$ cat src/rtl/seg_rx_pkg.sv
// Shared constants and types for the seven-segment frame receiver.
// Segment patterns are listed g..a (bit6..bit0), active-high.
package seg_rx_pkg;

  localparam logic [6:0] SEG_0     = 7'b0111111;
  localparam logic [6:0] SEG_1     = 7'b0000110;
  localparam logic [6:0] SEG_2     = 7'b1011011;
  localparam logic [6:0] SEG_3     = 7'b1001111;
  localparam logic [6:0] SEG_4     = 7'b1100110;
  localparam logic [6:0] SEG_5     = 7'b1101101;
  localparam logic [6:0] SEG_6     = 7'b1111101;
  localparam logic [6:0] SEG_7     = 7'b0000111;
  localparam logic [6:0] SEG_8     = 7'b1111111;
  localparam logic [6:0] SEG_9     = 7'b1101111;
  localparam logic [6:0] SEG_BLANK = 7'b0000000;

  typedef enum logic [1:0] {
    WAIT_ONES = 2'd0,
    WAIT_TENS = 2'd1,
    CHECK     = 2'd2
  } state_e;

endpackage

$ cat src/rtl/seg7_digit_dec.sv
// Combinational seven-segment decoder: pattern to BCD digit plus valid flag.
// Blank is reported invalid here; the caller decides where blank is allowed.
module seg7_digit_dec
  import seg_rx_pkg::*;
(
  input  logic [6:0] pat_i,
  output logic [3:0] digit_o,
  output logic       valid_o
);

  always_comb begin
    digit_o = '0;
    valid_o = 1'b1;
    case (pat_i)
      SEG_0:   digit_o = 4'd0;
      SEG_1:   digit_o = 4'd1;
      SEG_2:   digit_o = 4'd2;
      SEG_3:   digit_o = 4'd3;
      SEG_4:   digit_o = 4'd4;
      SEG_5:   digit_o = 4'd5;
      SEG_6:   digit_o = 4'd6;
      SEG_7:   digit_o = 4'd7;
      SEG_8:   digit_o = 4'd8;
      SEG_9:   digit_o = 4'd9;
      default: valid_o = 1'b0;
    endcase
  end

endmodule

$ cat src/rtl/seg_frame_rx.sv
// Two-digit seven-segment frame receiver with stability filtering (0..15).
// Define SEGRX_ACTIVE_LOW_EN for active-low segment inputs.
module seg_frame_rx
  import seg_rx_pkg::*;
#(
  parameter int unsigned STABLE_CNT = 2
) (
  input  logic       clk,
  input  logic       rst_n,
  input  logic [6:0] seg,
  input  logic       seg_dig,
  input  logic       seg_vld,
  output logic [3:0] out_val,
  output logic       out_vld,
  output logic       out_err
);

  localparam logic [3:0] STABLE_W = 4'(STABLE_CNT);

  logic [6:0] seg_in;
`ifdef SEGRX_ACTIVE_LOW_EN
  assign seg_in = ~seg;
`else
  assign seg_in = seg;
`endif

  state_e     state_q, state_d;
  logic [6:0] ones_q, ones_d, tens_q, tens_d;
  logic [3:0] cnt_q, cnt_d, cand_q, cand_d, val_q, val_d;
  logic       emitted_q, emitted_d, vld_q, vld_d, err_q, err_d;

  logic [3:0] ones_dig, tens_raw, tens_dig;
  logic       ones_ok, tens_raw_ok, tens_ok, frame_ok;
  logic [6:0] sum;

  seg7_digit_dec u_dec_ones (.pat_i(ones_q), .digit_o(ones_dig), .valid_o(ones_ok));
  seg7_digit_dec u_dec_tens (.pat_i(tens_q), .digit_o(tens_raw), .valid_o(tens_raw_ok));

  // Blank is a legal leading zero on the tens digit only.
  assign tens_ok  = tens_raw_ok || (tens_q == SEG_BLANK);
  assign tens_dig = (tens_q == SEG_BLANK) ? 4'd0 : tens_raw;
  assign sum      = ({3'b000, tens_dig} * 7'd10) + {3'b000, ones_dig};
  assign frame_ok = ones_ok && tens_ok && (tens_dig <= 4'd1) && (sum <= 7'd15);

  always_ff @(posedge clk or negedge rst_n) begin
    if (!rst_n) state_q <= WAIT_ONES;
    else        state_q <= state_d;
  end

  always_comb begin
    state_d = state_q;
    case (state_q)
      WAIT_ONES: if (seg_vld && !seg_dig) state_d = WAIT_TENS;
      WAIT_TENS: if (seg_vld && seg_dig)  state_d = CHECK;
      CHECK:     state_d = WAIT_ONES;
      default:   state_d = WAIT_ONES;
    endcase
  end

  always_comb begin
    ones_d    = ones_q;
    tens_d    = tens_q;
    cnt_d     = cnt_q;
    cand_d    = cand_q;
    val_d     = val_q;
    emitted_d = emitted_q;
    vld_d     = 1'b0;
    err_d     = 1'b0;
    case (state_q)
      WAIT_ONES: begin
        if (seg_vld) begin
          if (!seg_dig) ones_d = seg_in;
          else          err_d  = 1'b1;
        end
      end
      WAIT_TENS: begin
        if (seg_vld) begin
          if (seg_dig) tens_d = seg_in;
          else         ones_d = seg_in;
        end
      end
      CHECK: begin
        if (!frame_ok) begin
          err_d = 1'b1;
          cnt_d = '0;
        end else begin
          // A zero count means no live candidate, so any valid frame restarts it.
          if ((cnt_q != '0) && (sum[3:0] == cand_q)) begin
            if (cnt_q < STABLE_W) cnt_d = cnt_q + 4'd1;
          end else begin
            cand_d = sum[3:0];
            cnt_d  = 4'd1;
          end
          if ((cnt_d == STABLE_W) && (!emitted_q || (cand_d != val_q))) begin
            vld_d     = 1'b1;
            val_d     = cand_d;
            emitted_d = 1'b1;
          end
        end
      end
      default: ;
    endcase
  end

  always_ff @(posedge clk or negedge rst_n) begin
    if (!rst_n) begin
      ones_q    <= '0;
      tens_q    <= '0;
      cnt_q     <= '0;
      cand_q    <= '0;
      val_q     <= '0;
      emitted_q <= 1'b0;
      vld_q     <= 1'b0;
      err_q     <= 1'b0;
    end else begin
      ones_q    <= ones_d;
      tens_q    <= tens_d;
      cnt_q     <= cnt_d;
      cand_q    <= cand_d;
      val_q     <= val_d;
      emitted_q <= emitted_d;
      vld_q     <= vld_d;
      err_q     <= err_d;
    end
  end

  assign out_val = val_q;
  assign out_vld = vld_q;
  assign out_err = err_q;

endmodule

$ cat config.mk
export PLATFORM = sky130hd
export DESIGN_NAME = seg_frame_rx
export DESIGN_NICKNAME = d
export VERILOG_FILES = /design/src/rtl/seg_rx_pkg.sv /design/src/rtl/seg7_digit_dec.sv /design/src/rtl/seg_frame_rx.sv
export SDC_FILE = /design/constraint.sdc
export NUM_CORES = 1
export LEC_CHECK = 0
export CAP_MARGIN = 20
export CORE_ASPECT_RATIO = 0.8
export CORE_MARGIN = 2
export CORE_UTILIZATION = 57
export DETAILED_ROUTE_END_ITERATION = 6
export GPL_TIMING_DRIVEN = 0
export MAX_ROUTING_LAYER = met4
export PLACE_DENSITY_LB_ADDON = 0.08
export RECOVER_POWER = 25
export SLEW_MARGIN = 5
export SYNTH_ARGS = -nofsm -noshare
export SYNTH_HDL_FRONTEND = slang
export SYNTH_SLANG_ARGS = --single-unit
export TNS_END_PERCENT = 100
$ cat constraint.sdc
create_clock -name clk -period 4.9 [get_ports clk]
set_input_delay 1.225 -clock clk [delete_from_list [all_inputs] [get_ports clk]]
set_output_delay 1.225 -clock clk [all_outputs]
set_load 0.01 [all_outputs]
Yosys cells after proc, flatten, opt, wreduce, memory -nomap -nowiden
Index checks and enable logic that the tools add are counted.
{"block": "word_totals", "word_cells": 88, "output_inout_bits": 6, "input_bits": 11, "reg_bits": 31}
{"block": "classes", "reduce_logical": 22, "n_bitwise": 1, "n_addsub": 2, "mux": 23, "n_eq_ne": 27, "magnitude_cmp": 3, "n_mul": 1}
{"cell": "7-bit == test, second input constant", "n": 14}
{"cell": "4-bit case mux with 9 select lines", "n": 2}
{"cell": "4-bit 2-to-1 mux", "n": 9}
{"cell": "7-bit by 3-bit == test with 1-bit output, second input constant", "n": 4}
{"cell": "10-bit OR reduction", "n": 2}
{"cell": "7-bit by 6-bit == test with 1-bit output, second input constant", "n": 2}
{"cell": "3-bit AND reduction", "n": 3}
{"cell": "1-bit 2-to-1 mux", "n": 8}
{"cell": "7-bit by 4-bit adder with 7-bit output", "n": 1}
{"cell": "7-bit by 4-bit less-or-equal comparator with 1-bit output, second input constant", "n": 1}
{"cell": "1-bit logical AND", "n": 7}
{"cell": "7-bit logical NOT", "n": 1}
{"cell": "4-bit by 3-bit multiplier with 6-bit output, second input constant", "n": 1}
{"cell": "4-bit by 1-bit adder with 4-bit output, second input constant", "n": 1}
{"cell": "4-bit by 2-bit == test with 1-bit output, second input constant", "n": 1}
{"cell": "4-bit == test", "n": 1}
{"cell": "4-bit by 1-bit less-or-equal comparator with 1-bit output, second input constant", "n": 1}
{"cell": "4-bit by 2-bit < comparator with 1-bit output, second input constant", "n": 1}
{"cell": "2-bit 2-to-1 mux", "n": 2}
{"cell": "2-bit inequality test, second input constant", "n": 2}
{"cell": "4-bit inequality test", "n": 1}
{"cell": "2-bit case mux with 2 select lines", "n": 1}
{"cell": "2-bit AND reduction", "n": 2}
{"cell": "4-bit nonzero test", "n": 1}
{"cell": "8 further kinds", "n": 10}

Depth between registers and ports, before layout
Gate-level depths: netlist (run 1).
{"block": "logic_depth", "depth_word": 16, "ltp_mapped": 15, "mapped_depth_nobuf": 14}

By module
A second synthesis (run 1) with hierarchy kept.
{"block": "unflattened", "hier_cells": 224, "hier_area_um2": 2110.8}
{"module": "seg_frame_rx", "area_per_inst_um2": 1707.9, "seq_area_each_um2": 775.7, "cells_per_inst": 160, "instances": 1}
{"module": "seg7_digit_dec", "area_per_inst_um2": 201.4, "seq_area_each_um2": 0.0, "cells_per_inst": 32, "instances": 2}

Least setup slack after synthesis (run 1)
OpenSTA, ideal clock, no wires.
{"block": "synth_path", "path_kind": "flip-flop to flip-flop", "startpoint": "reg tens_q[1]", "endpoint": "reg val_q[1], in the netlist out_val[1]", "arrival_ns": 3.465, "required_ns": 4.775, "setup_ns": 0.125, "path_buffers": 1, "period_less_slack_ns": 3.591, "slack_ns": 1.309, "path_stages_with_launch": 15, "cell_sequence": "dfrtp_1 > clkbuf_1 > nor2b_1 > nand2_1 > o32ai_1 > nand2_1 > a21boi_0 > ha_1 > ha_1 > xor2_1 > xor2_1 > a2111oi_0 > and3_4 > o311a_4 > mux2_4"}
{"block": "synth_between", "elab_chain_len": 14, "word_cells_on_any_way": 36, "classes_between": "add/sub: 1; mul: 1; order compare: 2; eq/ne: 13; mux: 9; reduce/logical: 10"}
{"item": "start: declaration", "line": "seg_frame_rx.sv:28", "rtl": "logic [6:0] ones_q, ones_d, tens_q, tens_d;"}
{"item": "start signal: assignment", "line": "seg_frame_rx.sv:117", "rtl": "tens_q <= tens_d;"}
{"item": "7-bit == test / 7-bit by 3-bit == test with 1-bit output (equally long branches)", "line": "seg7_digit_dec.sv:14", "rtl": "case (pat_i)"}
{"item": "4-bit case mux with 9 select lines", "line": "seg7_digit_dec.sv:14"}
{"item": "4-bit 2-to-1 mux", "line": "seg_frame_rx.sv:41", "rtl": "assign tens_dig = (tens_q == SEG_BLANK) ? 4'd0 : tens_raw;"}
{"item": "4-bit by 3-bit multiplier with 6-bit output", "line": "seg_frame_rx.sv:42", "rtl": "assign sum = ({3'b000, tens_dig} * 7'd10) + {3'b000, ones_dig};"}
{"item": "7-bit by 4-bit adder with 7-bit output", "line": "seg_frame_rx.sv:42"}
{"item": "4-bit == test", "line": "seg_frame_rx.sv:88", "rtl": "if ((cnt_q != '0) && (sum[3:0] == cand_q)) begin"}
{"item": "1-bit logical AND", "line": "seg_frame_rx.sv:88"}
{"item": "4-bit 2-to-1 mux", "line": "seg_frame_rx.sv:88"}
{"item": "4-bit 2-to-1 mux", "line": "seg_frame_rx.sv:83", "rtl": "if (!frame_ok) begin"}
{"item": "4-bit 2-to-1 mux", "line": "seg_frame_rx.sv:69", "rtl": "case (state_q)"}
{"item": "4-bit inequality test", "line": "seg_frame_rx.sv:94", "rtl": "if ((cnt_d == STABLE_W) && (!emitted_q || (cand_d != val_q))) begin"}
{"item": "1-bit logical OR", "line": "seg_frame_rx.sv:94"}
{"item": "1-bit logical AND", "line": "seg_frame_rx.sv:94"}
{"item": "3-bit AND reduction (no line)"}
{"item": "end signal: assignment", "line": "seg_frame_rx.sv:120", "rtl": "val_q <= val_d;"}
{"item": "end: declaration", "line": "seg_frame_rx.sv:29", "rtl": "logic [3:0] cnt_q, cnt_d, cand_q, cand_d, val_q, val_d;"}
Several ways; a longest one is shown, not always the timed one. The select of a mux whose other input is x is not followed.
A chain may end at the register's enable or synchronous reset.

Final worst setup path (run 1)
{"block": "layout_path", "startpoint": "reg tens_q[3]", "endpoint": "reg val_q[1], in the netlist out_val[1]"}
The elaborated chain is that of the path after synthesis.

==> results of run 1 <==
-- power by group --
group | leakage [nW] | internal (mW) | switching [mW]
logic | 0.576 | 0.0917 | 0.124
clock network | 0.0515 | 0.128 | 0.0924
registers | 0.402 | 0.292 | 0.0414
total | 1.03 | 0.512 | 0.258
-- sequential cells by signal (all words and copies together), names as in the netlist --
signal,flops
cand_q,4
out_vld,1
out_val,4
out_err,1
ones_q,7
cnt_q,4
emitted_q,1
tens_q,7
state_q,2
-- worst paths after layout --
path,cells after the start,end,from
min reg2reg,1,emitted_q,emitted_q
max reg2reg,13,out_val[1],tens_q[3]
max,13,out_val[1],tens_q[3]
max in group asynchronous,1,cand_q[3],rst_n
min,1,emitted_q,emitted_q
min in group asynchronous,1,tens_q[2],rst_n
-- critical path, cell delays in order (launching register included) --
cell,delay [ns]
dfrtp_1,0.32
clkbuf_1,0.30
nand2_1,0.17
o32ai_1,0.25
nand2_1,0.07
a21boi_0,0.35
ha_1,0.32
ha_1,0.35
xor2_1,0.36
xor2_1,0.13
a2111oi_0,0.53
and3_4,0.31
o311a_4,0.20
mux2_4,0.29
-- cell type report --
cell class / instances / area, um^2 / area share [%]
inverter: 7 / 26.28 / 1.179
sequential: 31 / 775.7 / 34.81
tap: 40 / 50.05 / 2.246
multi-input combinational: 148 / 1086 / 48.74
timing repair buffer: 17 / 158.9 / 7.131
buffer: 6 / 31.28 / 1.404
clock buffer: 8 / 100.1 / 4.492
-- kinds of logic (layout without fill, tap and decap cells) --
group,count (synthesis),count (layout),share of synthesized area [%]
AND/OR/NAND/NOR,76,76,20.93
AO/OA/AOI/OAI,36,36,14.60
flip-flops,31,31,40.42
XOR/XNOR,13,13,5.932
multiplexers,13,13,7.822
buffers and inverters,13,38,2.998
adder cells (fa/ha/maj),10,10,7.301
-- cells in the final DEF (no fill, tap or decap), types with 2 or more instances in the layout --
cell and instances:
a2111oi_0 2, a21oi_1 7, a31oi_1 2, and2_2 2, buf_2 2, clkbuf_1 6, clkbuf_8 7, clkdlybuf4s50_1 15
dfrtp_1 31, fa_1 2, ha_1 8, inv_1 6, mux2_2 12, nand2_1 31, nand2b_1 4, nand3_1 3
nand4_1 5, nand4b_1 2, nor2_1 11, nor2b_1 4, nor4_1 3, o21ai_0 7, o22ai_1 2, o32ai_1 2
xnor2_1 5, xor2_1 8
-- per-layer routing --
layer  part of all wire, %  vias up  track usage, %
met4                   1.1        0           5.042
met1                    51      720           34.48
met2                    43       35           33.38
met5                     0        -               -
met3                   4.7        5           7.895
li1                      -      742               -
-- stage by stage --
stage               total power, mW  hold WS [ns]  setup slack [ns]  instances
floorplan                    0.4900        0.4343             1.309        192
global placement             0.5374        0.4536            0.9670        248
detailed placement           0.5505        0.4690            0.8652        248
CTS                          0.7728        0.4839            0.8278        256
global route                 0.8276        0.5043            0.3768        257
finish                       0.7697        0.4696            0.8443        257
==> results.py, run 1 <==
metrics = {
    "sta": {
        "rsz0062_at_grt": "false",
        "worst_slew_pin_slew_ns": 1.682,
        "hold_viol": 0,
        "min_period_ns": 4.056,
        "drv_slew": 32,
        "setup_viol": 0,
        "fmax_ghz": 0.2466,
        "max-slew-margin-rel_pct": -12.13,
        "skew_ns": 0.003217,
        "finalSetupTns_ns": 0,
        "fin_crit_sh_pct": 82.77,
    },
    "placed_design": {
        "post-dp-hpwl_mm": 2.834,
        "finalWeightedCongestion": 0.9155,
        "post_dp_cell_area_um2": 2125,
        "io_buffers": 16,
    },
    "route": {
        "routed-via-count": 1502,
        "route.detailed.drc": 0,
        "avgRoutedWirePerCell_um": 14.54,
        "drtAntennaViolNets": 0,
        "drtIter0Drc": 80,
        "post_drt_via_cell_ratio": 5.844,
        "wl_mm": 3.737,
        "dr.pass1.iters": 5,
    },
    "floorplan": {
        "die_y_um": 55.90,
        "die_area_um2": 3850,
        "io_pins": 17,
        "initial_utilization_pct": 60.87,
        "fp-row-count": 18,
        "core_um2": 3153,
        "dieWidth_um": 68.88,
    },
    "layout": {
        "layout-drive-gt1-share_pct": 15.21,
        "fillers": 242,
        "syn_to_final_growth_pct": 16.10,
        "nets": 237,
        "antenna_cells": 0,
        "finalCoreUtilization_pct": 70.67,
        "design_area_um2": 2228,
    },
    "yosys": {
        "synth_area_leaders": "dfrtp_1 (40%), mux2_2 (7.0%), nand2_1 (6.1%), ha_1 (5.2%), xor2_1 (3.7%)",
        "synth_area_um2": 1919,
        "synth_commonest_cells": "dfrtp_1 (31), nand2_1 (31), mux2_2 (12)",
        "synthCells": 192,
        "yosys.area.top_type": "dfrtp_1",
        "ys_types": 52,
        "async_flop_share_pct": 100.0,
        "ys_ff_latch": 31,
        "yosysSeqAreaShare_pct": 40.42,
        "synth_enable_flop_cells": 0,
        "syn_area_per_cell_um2": 9.997,
        "yosys_warnings": 0,
        "synth_top_area_share_pct": 40.42,
        "synth_flop_cell": "dfrtp_1",
        "synthesis.nets": 213,
    },
    "clocking": {
        "numClockSinks": 31,
        "h-tree-depth": 2,
        "cts_buffer_depth": 2,
        "cts_setup_buffers": 0,
        "tritoncts": "yes",
        "clk_latency_ns": 0.29,
        "path_clk_slew_ns": 0.06,
        "ctsHoldBuffers": 0,
        "cts_made_buffers": 5,
        "cts_resized": 0,
        "root_buffer": "clkbuf_8",
    },
    "setup_path": {
        "ff2ff_setup_slack_ns": 0.84,
        "critPathMaxFanout": 8,
        "critical_path_arrival_ns": 4.23,
        "endpoint_kind": "flip-flop",
        "start_kind": "flip-flop",
        "crit_required_ns": 5.07,
        "critPathKind": "flip-flop to flip-flop",
    },
    "global_route": {
        "grt_use_total_pct": 24.02,
        "grt_pass1_vias": 1425,
        "grt-ovfl-total": 0,
        "grt_first_pass_wirelength_mm": 6.617,
        "grt_antenna_before_repair": 0,
        "grt_max_degree": 32,
    },
    "pwr": {
        "p_leak_nw": 1.029,
        "power_density_nw_per_um2": 345.4,
        "peakVddDrop_v": 0.0002719,
    },
    "run_status": {
        "status": "finished with violations",
        "violations": "max-capacitance violations, max-slew violations",
    },
    "flow_run": {
        "cap_violations": 1,
    },
    "hold_path": {
        "hp-class": "flip-flop to flip-flop",
    },
}
(Power assumes the default switching activity.)
==> run 2, diff against run 1 <==
==> constraint.sdc (replaced) <==
create_clock -name clk -period 3.9 [get_ports clk]
set_input_delay 0.975 -clock clk [delete_from_list [all_inputs] [get_ports clk]]
set_output_delay 0.975 -clock clk [all_outputs]
set_load 0.01 [all_outputs]
==> run 2 against run 1 <==
  * The flow still finishes with violations (max-capacitance violations, max-slew violations)
  * Non-clock buffer count decreased by 4
  * Fmax increased by 13%
  * Utilization is essentially flat
  * Wire length down 0.32%
  * Global-route usage increased by 0.17 points
  * Critical path depth fell by 3
  * Critical path type unchanged
  * Largest cell class unchanged
==> results.py, run 2 (same netlist as run 1, synthesis figures left out) <==
metrics = {
    "clocking": {
        "root_buffer": "clkbuf_8",
        "cts_buffer_depth": 2,
        "path_clk_slew_ns": 0.06,
        "cts_made_buffers": 5,
        "cts_resized": 2,
        "numClockSinks": 31,
        "cts_setup_buffers": 0,
        "clk_latency_ns": 0.29,
        "h-tree-depth": 2,
        "ctsHoldBuffers": 0,
        "tritoncts": "yes",
    },
    "global_route": {
        "grt_max_degree": 32,
        "grt-ovfl-total": 0,
        "grt_antenna_before_repair": 0,
        "grt_pass1_vias": 1441,
        "grt_first_pass_wirelength_mm": 6.672,
        "grt_use_total_pct": 24.19,
    },
    "sta": {
        "fmax_ghz": 0.2778,
        "worst_slew_pin_slew_ns": 1.653,
        "setup_viol": 0,
        "fin_crit_sh_pct": 92.30,
        "drv_slew": 32,
        "min_period_ns": 3.600,
        "setup_ws_ns": 0.3003,
        "finalSetupTns_ns": 0,
        "hold_viol": 0,
        "skew_ns": 0.005830,
        "max-slew-margin-rel_pct": -10.23,
        "rsz0062_at_grt": "false",
    },
    "placed_design": {
        "io_buffers": 16,
        "dp_slack_ns": -0.1348,
        "post-dp-hpwl_mm": 2.834,
        "finalWeightedCongestion": 0.9155,
    },
    "route": {
        "wl_mm": 3.725,
        "post_drt_via_cell_ratio": 5.874,
        "drtIter0Drc": 130,
        "dr.pass1.iters": 4,
        "avgRoutedWirePerCell_um": 14.72,
        "route.detailed.drc": 0,
        "routed-via-count": 1486,
        "drtAntennaViolNets": 0,
    },
    "hold_path": {
        "hp-class": "flip-flop to flip-flop",
        "hp-start": "emitted_q",
    },
    "pwr": {
        "power_uw": 974.0,
        "peakVddDrop_v": 0.0003421,
        "power_density_nw_per_um2": 437.3,
        "p_leak_nw": 1.026,
    },
    "layout": {
        "nets": 233,
        "top_regs": "ones_q x7, tens_q x7",
        "syn_to_final_growth_pct": 16.04,
        "layout-drive-gt1-share_pct": 16.43,
        "final_cell_mix": "nand2_1 (31), dfrtp_1 (31), clkdlybuf4s50_1 (15)",
        "antenna_cells": 0,
    },
    "floorplan": {
        "die_y_um": 55.90,
        "die_area_um2": 3850,
        "dieWidth_um": 68.88,
        "initial_utilization_pct": 60.87,
        "fp-row-count": 18,
        "core_um2": 3153,
        "io_pins": 17,
    },
    "setup_path": {
        "endpoint_kind": "flip-flop",
        "start_kind": "flip-flop",
        "critPathMaxFanout": 10,
        "crit_required_ns": 4.08,
        "cp-startpoint": "ones_q[6]",
        "worstReg2RegStart": "ones_q[6]",
        "critPathKind": "flip-flop to flip-flop",
        "critical_path_arrival_ns": 3.78,
    },
    "flow_run": {
        "cap_violations": 1,
    },
    "run_status": {
        "violations": "max-capacitance violations, max-slew violations",
        "status": "finished with violations",
    },
}
run 2: cell type report:
class	count	area [um^2]
Buffer	2	16.27
Clock buffer	8	100.1
Fill cell	241	925.9
Inverter	7	26.28
Multi-Input combinational cell	148	1100
Sequential cell	31	775.7
Tap cell	40	50.05
Timing Repair Buffer	17	158.9
run 2: worst max-delay path, cell delays in order (launching register included):
cell and delay [ns]:
dfrtp_1 0.35, buf_2 0.17, or3b_1 0.35, a2111oi_0 0.47
o21a_1 0.29, fa_1 0.52, xor2_1 0.22, a2111oi_2 0.38
and3_4 0.26, o311a_4 0.19, mux2_4 0.29
run 2: path summary, 6_finish.rpt:
path / endpoint / slack [ns] / cells past startpoint
max in group asynchronous: cnt_q[1] / 1.84 / 1
setup reg to reg: out_val[1] / 0.30 / 10
setup / recovery: out_val[1] / 0.30 / 10
min in group asynchronous: out_val[2] / 1.11 / 1
hold / removal: emitted_q / 0.47 / 1
hold reg to reg: emitted_q / 0.47 / 1
run 2: metal layers:
metal / GRT usage, % / share of wire (%) / vias to the layer above
li1: - / - / 731
met1: 34.48 / 50 / 718
met2: 33.93 / 43 / 32
met3: 7.895 / 5.3 / 5
met4: 5.042 / 1.1 / 0
met5: - / 0 / -
run 2: metrics by stage:
| step | hold WS, ns | util (%) | cells | area (um^2) |
|---|---|---|---|---|
| floorplan | 0.4343 | - | 192 | 1919 |
| global placement | 0.4536 | 67.54 | 248 | 2130 |
| detailed placement | 0.4690 | 67.38 | 248 | 2125 |
| CTS | 0.4839 | 70.60 | 256 | 2226 |
| global route | 0.5043 | 70.63 | 253 | 2227 |
| finish | 0.4705 | 70.63 | 253 | 2227 |
run 2: report_power, final:
group,switching [mW],internal [mW]
Clock,0.118,0.161
Sequential,0.0730,0.367
Combinational,0.137,0.118
==> run 3, diff against run 2 <==
--- a/config.mk
+++ b/config.mk
@@ -13,7 +13,6 @@
 export GPL_TIMING_DRIVEN = 0
 export MAX_ROUTING_LAYER = met4
 export PLACE_DENSITY_LB_ADDON = 0.08
-export RECOVER_POWER = 25
 export SLEW_MARGIN = 5
 export SYNTH_ARGS = -nofsm -noshare
 export SYNTH_HDL_FRONTEND = slang
==> run 3 against run 2 <==
  * The run now ends clean
  * Combinational power hardly changed
  * Clock skew stayed put
  * Via count stayed put
==> results.py, run 3 (same netlist as run 1, synthesis figures left out) <==
metrics = {
    "pwr": {
        "power.clock.fraction_pct": 28.7,
        "power_density_nw_per_um2": 437.2,
        "power.switching_uw": 327.9,
        "peakVddDrop_v": 0.0003421,
        "pwr-share-seq_pct": 45.2,
        "power_uw": 974.2,
        "p_leak_nw": 1.029,
        "p_sw_share_pct": 33.66,
        "intPower_uw": 646.3,
        "combPwrFrac_pct": 26.2,
    },
    "route": {
        "avgRoutedWirePerCell_um": 14.73,
        "routed-via-count": 1486,
        "drtAntennaViolNets": 0,
        "drtIter0Drc": 130,
        "route.detailed.drc": 0,
        "post_drt_via_cell_ratio": 5.874,
        "dr.pass1.iters": 4,
        "wl_mm": 3.727,
    },
    "setup_path": {
        "worst-path-buf-inv": 1,
        "path_delay_family": "compound AO/OA/AOI/OAI gates",
        "ff2ff_setup_slack_ns": 0.30,
        "path_cells": "buf_2 -> or3b_1 -> a2111oi_0 -> o21a_1 -> fa_1 -> xor2_1 -> a2111oi_2 -> and3_4 -> o311a_4 -> mux2_4",
        "cp-startpoint": "ones_q[6]",
        "cp_slowest_stage_delay_ns": 0.52,
        "critical-path-slowest-cell": "fa_1",
        "worstReg2RegStart": "ones_q[6]",
        "crit_required_ns": 4.08,
        "worst-r2r-cell-count": 10,
        "worst_r2r_endpoint": "out_val[1]",
        "start_kind": "flip-flop",
        "endpoint_kind": "flip-flop",
        "critPathKind": "flip-flop to flip-flop",
        "worst-path-stages": 10,
        "critPathMaxFanout": 10,
        "critical_path_arrival_ns": 3.78,
        "worstSetupEndpoint": "out_val[1]",
    },
    "clocking": {
        "h-tree-depth": 2,
        "root_buffer": "clkbuf_8",
        "cts_made_buffers": 5,
        "path_clk_slew_ns": 0.06,
        "tritoncts": "yes",
        "numClockSinks": 31,
        "ctsHoldBuffers": 0,
        "clk_latency_ns": 0.29,
        "cts_buffer_depth": 2,
    },
    "global_route": {
        "grt_pass1_vias": 1441,
        "grt-ovfl-total": 0,
        "grt_use_total_pct": 24.19,
        "grt_max_degree": 32,
        "grt_antenna_before_repair": 0,
        "grt_first_pass_wirelength_mm": 6.672,
    },
    "sta": {
        "max-slew-margin-rel_pct": 54.13,
        "hold_viol": 0,
        "finalSetupTns_ns": 0,
        "rsz0062_at_grt": "false",
        "setup_ws_ns": 0.3003,
        "skew_ns": 0.005830,
        "min_period_ns": 3.600,
        "worst_slew_pin_slew_ns": 0.6880,
        "fmax_ghz": 0.2778,
        "fin_crit_sh_pct": 92.30,
        "setup_viol": 0,
        "drv_slew": 0,
        "holdWs_ns": 0.4705,
    },
    "floorplan": {
        "fp-row-count": 18,
        "initial_utilization_pct": 60.87,
        "die_area_um2": 3850,
        "core_um2": 3153,
        "dieWidth_um": 68.88,
        "io_pins": 17,
        "die_y_um": 55.90,
    },
    "placed_design": {
        "post_dp_cell_area_um2": 2125,
        "dp_slack_ns": -0.1348,
        "post-dp-hpwl_mm": 2.834,
        "finalWeightedCongestion": 0.9155,
        "dp.cells": 248,
        "io_buffers": 16,
    },
    "layout": {
        "design_area_um2": 2228,
        "syn_to_final_growth_pct": 16.10,
        "top_regs": "ones_q x7, tens_q x7",
        "layout-drive-gt1-share_pct": 16.90,
        "finalCoreUtilization_pct": 70.67,
        "nets": 233,
        "fillers": 240,
        "final_cell_mix": "nand2_1 (31), dfrtp_1 (31), clkdlybuf4s50_1 (15)",
        "final_cell_count_no_fill": 253,
        "antenna_cells": 0,
    },
    "hold_path": {
        "hp-start": "emitted_q",
        "hp-class": "flip-flop to flip-flop",
    },
    "run_status": {
        "status": "finished, final reports clean",
    },
    "flow_run": {
        "cap_violations": 0,
    },
}
==> run 3: worst min-delay path by stage <==
stage | endpoint | slack [ns] | depth (start not counted)
2_1_floorplan | emitted_q | 0.43 | 1
3_3_place_gp | emitted_q | 0.45 | 1
3_5_place_dp | emitted_q | 0.47 | 1
4_1_cts | emitted_q | 0.48 | 1
5_1_grt | emitted_q | 0.50 | 1
6_report | emitted_q | 0.47 | 1
==> run 3: final cells by class <==
cell class / instances / area [um^2] / share of cell area, %
plain buffers: 2 / 16.27 / 0.7299
clock buffers: 8 / 100.1 / 4.492
inverters: 7 / 26.28 / 1.179
multi-input cells: 148 / 1100 / 49.35
flip-flops and latches: 31 / 775.7 / 34.81
well taps: 40 / 50.05 / 2.246
repair buffers: 17 / 160.2 / 7.187
==> run 3: power by group through the flow <==
stage	logic, mW	registers (mW)	clock network [mW]
finish	0.255	0.440	0.279
CTS	0.274	0.417	0.283
detailed placement	0.269	0.423	0
global route	0.291	0.453	0.303
floorplan	0.206	0.410	0
global placement	0.258	0.417	0
==> run 3: what timing repair did <==
action                                 CTS  global route
buffers inserted                         0             0
setup endpoints to repair                4            14
endpoints found under the hold margin    0             0
gates resized for setup                  2             3
==> run 3: per-layer routing <==
metal	routed length [um]	vias to the layer above	track usage [%]	part of all wire [%]
li1	-	731	-	-
met1	1875	718	34.48	50
met2	1612	32	33.93	43
met3	197	5	7.895	5.3
met4	40	0	5.042	1.1
met5	0	-	-	0
